**src/rtl/sync_fifo_ctrl_pkg.sv**
```systemverilog
// Shared definitions for the synchronous FIFO controller.
//   DATA_WIDTH_DEF : default width of one stored word
//   ADDR_WIDTH_DEF : default log2 of the FIFO depth
//   DEPTH_DEF      : default number of storage words
package sync_fifo_ctrl_pkg;

    localparam int DATA_WIDTH_DEF = 8;
    localparam int ADDR_WIDTH_DEF = 4;
    localparam int DEPTH_DEF      = 1 << ADDR_WIDTH_DEF;

endpackage : sync_fifo_ctrl_pkg

```
**src/rtl/sync_fifo_ctrl_if.sv**
```systemverilog
// Producer/consumer bundle of the synchronous FIFO.
//   wr_en, wr_data      : write request and word (producer -> FIFO)
//   rd_en               : read request (consumer -> FIFO)
//   rd_data             : registered read word (FIFO -> consumer)
//   full, empty, count  : registered occupancy status
//   overflow, underflow : one-cycle error pulses for rejected requests
// master = the side driving requests (producer/consumer), slave = the FIFO.
interface sync_fifo_ctrl_if
    import sync_fifo_ctrl_pkg::*;
#(
    parameter int DATA_WIDTH = DATA_WIDTH_DEF,
    parameter int ADDR_WIDTH = ADDR_WIDTH_DEF
);

    logic                  wr_en;
    logic [DATA_WIDTH-1:0] wr_data;
    logic                  rd_en;
    logic [DATA_WIDTH-1:0] rd_data;
    logic                  full;
    logic                  empty;
    logic [ADDR_WIDTH:0]   count;
    logic                  overflow;
    logic                  underflow;

    modport master (
        output wr_en, wr_data, rd_en,
        input  rd_data, full, empty, count, overflow, underflow
    );

    modport slave (
        input  wr_en, wr_data, rd_en,
        output rd_data, full, empty, count, overflow, underflow
    );

endinterface : sync_fifo_ctrl_if

```
**src/rtl/sync_fifo_ctrl_ptr_counter.sv**
```systemverilog
// fifo_ptr_counter: enable-driven up-counter used for the FIFO pointers.
//   clock     : rising-edge clock
//   reset     : asynchronous active-low reset, clears the count
//   enable    : increment by one on the next edge
//   count_out : current count, wraps modulo 2**W
module fifo_ptr_counter #(
    parameter int W = 5
) (
    input  logic         clock,
    input  logic         reset,
    input  logic         enable,
    output logic [W-1:0] count_out
);

    logic [W-1:0] count_reg;

    always_ff @(posedge clock or negedge reset) begin
        if (!reset) begin
            count_reg <= '0;
        end else if (enable) begin
            count_reg <= count_reg + W'(1);
        end
    end

    assign count_out = count_reg;

endmodule : fifo_ptr_counter

```
**src/rtl/sync_fifo_ctrl.sv**
```systemverilog
// sync_fifo_ctrl: single-clock FIFO with register-array storage.
//   clock : rising-edge clock for all state
//   reset : asynchronous active-low reset (contents discarded, flags cleared)
//   bus   : slave side of sync_fifo_ctrl_if (requests in, data/status out)
// Pointers carry one extra wrap bit so full and empty can be told apart
// when the address bits match. All status outputs are registered and
// updated on the same edge as the pointers they are derived from.
module sync_fifo_ctrl
    import sync_fifo_ctrl_pkg::*;
#(
    parameter int DATA_WIDTH = DATA_WIDTH_DEF,
    parameter int ADDR_WIDTH = ADDR_WIDTH_DEF
) (
    input  logic               clock,
    input  logic               reset,
    sync_fifo_ctrl_if.slave    bus
);

    localparam int PW    = ADDR_WIDTH + 1;
    localparam int DEPTH = 1 << ADDR_WIDTH;

    logic [DATA_WIDTH-1:0] mem [DEPTH];

    logic                  wr_acc;
    logic                  rd_acc;
    logic [PW-1:0]         wr_ptr;
    logic [PW-1:0]         rd_ptr;
    logic [PW-1:0]         wr_ptr_next;
    logic [PW-1:0]         rd_ptr_next;
    logic [PW-1:0]         ptr_match;

    logic                  full_reg;
    logic                  full_next;
    logic                  empty_reg;
    logic                  empty_next;
    logic [PW-1:0]         count_reg;
    logic [PW-1:0]         count_next;
    logic                  overflow_reg;
    logic                  underflow_reg;
    logic [DATA_WIDTH-1:0] rd_data_reg;

    // Accepts use the flags as registered before the edge, so a request
    // seen while full/empty is rejected even if the other side frees or
    // fills a slot on that same edge (no fall-through).
    assign wr_acc = bus.wr_en & ~full_reg;
    assign rd_acc = bus.rd_en & ~empty_reg;

    fifo_ptr_counter #(.W(PW)) u_wr_ptr (
        .clock     (clock),
        .reset     (reset),
        .enable    (wr_acc),
        .count_out (wr_ptr)
    );

    fifo_ptr_counter #(.W(PW)) u_rd_ptr (
        .clock     (clock),
        .reset     (reset),
        .enable    (rd_acc),
        .count_out (rd_ptr)
    );

    // Flags are computed from the pointer values the counters will hold
    // after this edge, so the registered flags stay in step with them.
    always_comb begin
        wr_ptr_next = wr_ptr + PW'(wr_acc);
        rd_ptr_next = rd_ptr + PW'(rd_acc);
    end

    generate
        for (genvar gi = 0; gi < PW; gi++) begin : g_ptr_match
            assign ptr_match[gi] = (wr_ptr_next[gi] == rd_ptr_next[gi]);
        end
    endgenerate

    always_comb begin
        count_next = wr_ptr_next - rd_ptr_next;
        empty_next = &ptr_match;
        // Same slot but opposite lap: writer is a full lap ahead.
        full_next  = ~ptr_match[PW-1] & (&ptr_match[PW-2:0]);
    end

    always_ff @(posedge clock or negedge reset) begin
        if (!reset) begin
            full_reg      <= 1'b0;
            empty_reg     <= 1'b1;
            count_reg     <= '0;
            overflow_reg  <= 1'b0;
            underflow_reg <= 1'b0;
            rd_data_reg   <= '0;
        end else begin
            full_reg      <= full_next;
            empty_reg     <= empty_next;
            count_reg     <= count_next;
            overflow_reg  <= bus.wr_en & full_reg;
            underflow_reg <= bus.rd_en & empty_reg;
            if (rd_acc) begin
                rd_data_reg <= mem[rd_ptr[ADDR_WIDTH-1:0]];
            end
        end
    end

    // Storage has no reset; after a reset the pointers are equal, so any
    // stale word is unreachable until it has been overwritten.
    always_ff @(posedge clock) begin
        if (wr_acc) begin
            mem[wr_ptr[ADDR_WIDTH-1:0]] <= bus.wr_data;
        end
    end

    assign bus.rd_data   = rd_data_reg;
    assign bus.full      = full_reg;
    assign bus.empty     = empty_reg;
    assign bus.count     = count_reg;
    assign bus.overflow  = overflow_reg;
    assign bus.underflow = underflow_reg;

endmodule : sync_fifo_ctrl

```
**src/flat_wrapper.sv**
```systemverilog
// flat-port wrapper written by rule: the top's interface ports become plain ports
module sync_fifo_ctrl_flat import sync_fifo_ctrl_pkg::*;
#(
    parameter int DATA_WIDTH = DATA_WIDTH_DEF,
    parameter int ADDR_WIDTH = ADDR_WIDTH_DEF
)
  (clock, reset, bus_wr_en, bus_wr_data, bus_rd_en, bus_rd_data, bus_full, bus_empty, bus_count, bus_overflow, bus_underflow);
  sync_fifo_ctrl_if #(.DATA_WIDTH(DATA_WIDTH), .ADDR_WIDTH(ADDR_WIDTH)) bus_i ();
  input  logic clock;
  input  logic reset;
  input wire logic [$bits(bus_i.wr_en)-1:0] bus_wr_en;
  input wire logic [$bits(bus_i.wr_data)-1:0] bus_wr_data;
  input wire logic [$bits(bus_i.rd_en)-1:0] bus_rd_en;
  output wire logic [$bits(bus_i.rd_data)-1:0] bus_rd_data;
  output wire logic [$bits(bus_i.full)-1:0] bus_full;
  output wire logic [$bits(bus_i.empty)-1:0] bus_empty;
  output wire logic [$bits(bus_i.count)-1:0] bus_count;
  output wire logic [$bits(bus_i.overflow)-1:0] bus_overflow;
  output wire logic [$bits(bus_i.underflow)-1:0] bus_underflow;
  assign bus_i.wr_en = bus_wr_en;
  assign bus_i.wr_data = bus_wr_data;
  assign bus_i.rd_en = bus_rd_en;
  assign bus_rd_data = bus_i.rd_data;
  assign bus_full = bus_i.full;
  assign bus_empty = bus_i.empty;
  assign bus_count = bus_i.count;
  assign bus_overflow = bus_i.overflow;
  assign bus_underflow = bus_i.underflow;
  sync_fifo_ctrl #(.DATA_WIDTH(DATA_WIDTH), .ADDR_WIDTH(ADDR_WIDTH)) u_core (.clock(clock), .reset(reset), .bus(bus_i));
endmodule
```
**config.mk**
```make
export PLATFORM = sky130hd
export DESIGN_NAME = sync_fifo_ctrl_flat
export DESIGN_NICKNAME = d
export VERILOG_FILES = /design/src/rtl/sync_fifo_ctrl_pkg.sv /design/src/rtl/sync_fifo_ctrl_if.sv /design/src/rtl/sync_fifo_ctrl_ptr_counter.sv /design/src/rtl/sync_fifo_ctrl.sv /design/src/flat_wrapper.sv
export SDC_FILE = /design/constraint.sdc
export NUM_CORES = 1
export LEC_CHECK = 0
export ABC_AREA = 1
export BUFFER_PORTS_ARGS = -buffer_cell sky130_fd_sc_hd__buf_2
export CAP_MARGIN = 20
export CORE_UTILIZATION = 45
export CTS_BUF_LIST = sky130_fd_sc_hd__clkbuf_16
export DETAILED_ROUTE_END_ITERATION = 6
export GPL_ROUTABILITY_DRIVEN = 0
export PLACE_DENSITY_LB_ADDON = 0.15
export REMOVE_ABC_BUFFERS = 1
export SYNTH_ARGS = -nofsm -noshare
export SYNTH_HDL_FRONTEND = slang
export SYNTH_HIERARCHICAL = 1
export SYNTH_SLANG_ARGS = --single-unit
```
**constraint.sdc**
```tcl
create_clock -name clock -period 2.72 [get_ports clock]
set_input_delay 0.544 -clock clock [delete_from_list [all_inputs] [get_ports clock]]
set_output_delay 0.544 -clock clock [all_outputs]
set_load 0.02 [all_outputs]
```
* After elaboration in Yosys (flattened, before gate mapping)
Memory sizes are Yosys's and may differ from the RTL's. A register that Yosys moved wholly into a read port is not among the register bits.
Cells that the tools add are included.
** Cells by class
- Equal/unequal tests :: 5
- Bitwise logic cells :: 8
- Muxes and demuxes :: 2
- Reduce and logical (&&, ||, !) cells :: 3
- $add $sub $neg :: 5
** Operators with widths (number)
- 5-bit by 1-bit adder with 5-bit output :: 2
- 5-bit by 1-bit adder with 5-bit output, second input constant :: 2
- 1-bit AND :: 5
- 1-bit == test :: 5
- 5-bit AND reduction :: 1
- 5-bit subtractor :: 1
- 4-bit AND reduction :: 1
- 1-bit inverter :: 3
- 1-bit 2-to-1 mux :: 2
- 1-bit zero test :: 1
** Storage, ports and cells
- Bits in writable memories :: 128
- Memories kept :: 1
- Bits in registers :: 19
- Output and inout port bits :: 17
- Logic and storage cells :: 31
- Input port bits :: 12
** Memories
- u_core.mem :: depth 16, bits a word 8, rd ports 1, clocked after Yosys merged registers in 1, write ports 1, RTL line sync_fifo_ctrl.sv:22 : logic [DATA_WIDTH-1:0] mem [DEPTH];

* Longest topological paths before layout
- Word-level depth :: 6
- Mapped depth :: 13
- Depth with buffers taken out :: 13

* By module
The synthesis kept the hierarchy.
** Modules (own cells, without submodules)
- sync_fifo_ctrl :: area an instance 6236.0 um2, times used 1, cells an instance 557, sequential area each 4270.3 um2
- fifo_ptr_counter :: area an instance 235.2 um2, times used 2, cells an instance 27, sequential area each 125.1 um2

* Least setup slack after synthesis
OpenSTA, ideal clock, no wires.
- Path type :: input to register
- From :: in bus_wr_en
- To :: reg u_core.count_reg[3], in the netlist u_core/bus.count[3]
- Data required time :: 2.603 ns
- Data arrival time :: 2.202 ns
- Setup time :: 0.117 ns
- Buffers on the path :: 0
- Path slack :: 0.402 ns
- Stages :: 10
- Cells stage by stage :: inv_1 -> nor2_1 -> ha_1 -> ha_1 -> xor2_1 -> ha_1 -> a21oi_1 -> nand2_1 -> nand2_1 -> nand2_1
** On the way
- Cells in the longest elaborated chain, start to end :: 3
** Ends and longest elaborated chain
- start, declared :: RTL line flat_wrapper.sv:11 : input wire logic [$bits(bus_i.wr_en)-1:0] bus_wr_en;
- 1-bit AND :: RTL line sync_fifo_ctrl.sv:45 : assign wr_acc = bus.wr_en & ~full_reg;
- net u_core.wr_acc :: RTL line sync_fifo_ctrl.sv:24 : logic wr_acc;
- 5-bit by 1-bit adder with 5-bit output :: RTL line sync_fifo_ctrl.sv:65 : wr_ptr_next = wr_ptr + PW'(wr_acc);
- 5-bit subtractor :: RTL line sync_fifo_ctrl.sv:76 : count_next = wr_ptr_next - rd_ptr_next;
- net u_core.count_next[3] :: RTL line sync_fifo_ctrl.sv:37 : logic [PW-1:0] count_next;
- end signal, assigned :: RTL line sync_fifo_ctrl.sv:93 : count_reg <= count_next;
- end, declared :: RTL line sync_fifo_ctrl.sv:36 : logic [PW-1:0] count_reg;
The timed path passes the listed nets, and every way through them passes these cells.
A chain may end at the register's enable or synchronous reset.

* Worst setup path after layout
- From :: reg u_core.empty_reg, in the netlist u_core/bus.empty
- To :: reg u_core.count_reg[3], in the netlist u_core/bus.count[3]
** On the way
- Cells in the longest elaborated chain, start to end :: 4
** Ends and longest elaborated chain
- start, declared :: RTL line sync_fifo_ctrl.sv:34 : logic empty_reg;
- start signal, assigned :: RTL line sync_fifo_ctrl.sv:92 : empty_reg <= empty_next;
- 1-bit inverter :: RTL line sync_fifo_ctrl.sv:46 : assign rd_acc = bus.rd_en & ~empty_reg;
- 1-bit AND :: RTL line sync_fifo_ctrl.sv:46
- 5-bit by 1-bit adder with 5-bit output :: RTL line sync_fifo_ctrl.sv:66 : rd_ptr_next = rd_ptr + PW'(rd_acc);
- 5-bit subtractor :: RTL line sync_fifo_ctrl.sv:76
- net u_core.count_next[3] :: RTL line sync_fifo_ctrl.sv:37
The timed path passes the listed nets, and every way through them passes these cells.

==> results.json <==
{
  "die_h_um": 124.1,
  "grt_pass1_wl_um": 22550,
  "cts_resized": 0,
  "ir_worst_vdd_v": 0.0005389,
  "seqCellArea_sq_um": 4522,
  "wirelength_um": 14600,
  "finClkSkew_ps": 11.47,
  "antenna_cells": 0,
  "setup_violations": 0,
  "root_buffer": "clkbuf_16",
  "grt_start_max_net_pins": 53,
  "slowest_delay_ps": 560,
  "port-buffer-count": 28,
  "yosysMostFrequentCell": "nand2_1",
  "grt_busiest_layer": "met2",
  "critical_path_arrival_ps": 2390,
  "first_iter_violations": 344,
  "dpl.hpwl_um": 9521,
  "wl_per_cell_um": 17.05,
  "die_area_sq_um": 15400,
  "largest_register_ffs": 128,
  "synth_area_sq_um": 6706,
  "cp-start-kind": "flip-flop",
  "core_sq_um": 14530,
  "ys_seq_elements": 155,
  "finalCritPeriodShare": 0.7610,
  "critPathCaptureType": "flip-flop",
  "syn_area_per_cell_sq_um": 10.98,
  "via_per_inst": 5.132,
  "multi_input_area_sq_um": 1826,
  "crit_slowest_cell": "dfstp_2",
  "drive_above_1_share": 0.1369,
  "cts_buffer_depth": 2,
  "grt_use_met1": 0.2943,
  "rows": 44,
  "gr-usage-all-layers": 0.2043,
  "synthDistinctLibCells": 24,
  "area_growth_pct": 13.56,
  "gr-usage-met3": 0.04716,
  "hold_viol_final": 0,
  "leakagePower_nw": 3.172,
  "clk_pin_slew_ps": 70,
  "grt.met2_usage": 0.3097,
  "cts_hold_buf": 0,
  "cts_tree": "done",
  "outcome": "finished clean",
  "synth_edf_count": 128,
  "grt_pass1_vias": 3968,
  "ant_nets": 0,
  "drtPass1Iterations": 5,
  "cellPowerDensity_nw_per_um2": 1160,
  "cts_buffers": 17,
  "clock_sinks": 155,
  "tightest_slew_ps": 664.1,
  "syn_inst": 611,
  "yosysTopAreaCellShare": 0.5731,
  "rsz0062_at_grt": "no",
  "dr_total_vias": 4393,
  "finalCriticalPeriod_ps": 2070,
  "io_pins": 29,
  "post_cts_buffers": 0,
  "clk_latency_ps": 420,
  "grt_overflow_total": 0,
  "yosysWarnings": 6,
  "ys_dominant_reg_cell": "edfxtp_1",
  "slew_headroom": 0.5568,
  "synth_top_area_cell": "edfxtp_1",
  "antenna_found_initial": 0,
  "max_freq_mhz": 483.1,
  "finalSetupTns_ps": 0,
  "drcViolationCount": 0,
  "synth.yosys.seq_area_share": 0.6741,
  "path_class": "flip-flop to flip-flop",
  "final-max-slew-violation-count": 0,
  "max-cap-violations": 0,
  "placed_area_sq_um": 7049,
  "async_reset_ff_frac": 0.1742,
  "fp.dieW_um": 124.1,
  "hp-class": "primary input to async pin",
  "postLayoutCellArea_sq_um": 7616,
  "crit_chain": "nor2_2 > ha_1 > ha_1 > xnor2_1 > ha_1 > a21oi_1 > nand2_1 > nand2_1 > nand2_1",
  "synth_common_cells": "nand2_1, edfxtp_1, nand3_1, inv_1, dfrtp_1",
  "nFillCells": 1297,
  "final_nets": 682,
  "htree_num_levels": 4,
  "start_util": 0.4614,
  "crit_fanout": 4,
  "synth.area.top_cells": "edfxtp_1, nand2_1, dfrtp_1, nand3_1, ha_1",
  "worst_ep_required_time_ps": 3040
}
## final cells by class
| cell class | count | share of cell area |
|---|---|---|
| Tap cell | 184 | 0.03023 |
| Multi-Input combinational cell | 398 | 0.2397 |
| Clock inverter | 15 | 0.01856 |
| Sequential cell | 155 | 0.5937 |
| Clock buffer | 17 | 0.05586 |
| Inverter | 33 | 0.01626 |
| Timing Repair Buffer | 54 | 0.04567 |
## where the power goes
group / switching, mW / internal [mW] / total, mW
Combinational: 2.26 / 1.09 / 3.36
Clock: 0.978 / 1.27 / 2.25
Sequential: 0.242 / 2.98 / 3.22
## placed cells by master, fill, tap and decap left out
cell / count
nand2_1: 227
ha_1: 10
clkbuf_16: 17
o21ai_0: 2
a21oi_1: 2
clkinv_4: 3
o21ai_1: 2
inv_2: 2
dfrtp_1: 25
nand3b_1: 1
inv_6: 4
inv_8: 1
bufinv_16: 1
clkinv_2: 1
xnor2_1: 4
inv_1: 32
dfstp_2: 1
buf_12: 1
nand2_2: 2
nor2_2: 1
nand3_1: 109
fa_1: 1
xor2_1: 9
nor2_1: 25
buf_4: 25
buf_2: 28
nand4_1: 3
dfrtp_2: 1
edfxtp_1: 128
clkinvlp_4: 4
## through the flow
step / setup WS (ps) / total power [mW] / instances / hold slack [ps] / util
floorplan: 19.49 / 5.447 / 586 / 248.4 / -
global placement: 541.0 / 6.576 / 824 / 461.2 / 0.4850
detailed placement: 479.9 / 6.630 / 824 / 465.0 / 0.4850
CTS: 659.4 / 8.893 / 856 / 140.4 / 0.5240
global route: 487.0 / 9.446 / 856 / 174.6 / 0.5240
finish: 650.0 / 8.832 / 856 / 136.7 / 0.5240
## logic make-up (layout without fill, tap and decap cells)
family,Yosys count,in the layout,synth area share
XOR/XNOR,13,13,0.01698
buffers and inverters,58,119,0.05373
flip-flops,155,155,0.6741
AO/OA/AOI/OAI,6,6,0.004478
adder cells (fa/ha/maj),11,11,0.02164
AND/OR/NAND/NOR,368,368,0.2291
## path summary, 6_finish.rpt
| check | from | endpoint | slack, ps | depth (start not counted) |
|---|---|---|---|---|
| max in group asynchronous | reset | u_core/u_rd_ptr/count_out[0] | 2140 | 1 |
| setup / recovery | u_core/bus.empty | u_core/bus.count[3] | 650 | 9 |
| hold reg to reg | u_core/bus.rd_data[0] | u_core/bus.rd_data[0] | 470 | 2 |
| setup reg to reg | u_core/bus.empty | u_core/bus.count[3] | 650 | 9 |
| hold / removal | reset | u_core/bus.count[2] | 140 | 1 |
| min in group clock | bus_rd_en | u_core/bus.underflow | 330 | 3 |
## routing by layer
layer	vias up	part of all wire
met2	113	0.46
li1	2160	-
met4	0	0.010
met5	-	0
met1	2107	0.49
met3	13	0.047
## critical path: cells and delay by family, from the launching register on
kind / cells / cell delay (ps)
adder cells (fa/ha/maj): 3 / 750
XOR/XNOR: 1 / 250
flip-flops: 1 / 560
AND/OR/NAND/NOR: 4 / 210
AO/OA/AOI/OAI: 1 / 190
No activity file was read; power rests on OpenSTA's default activity.
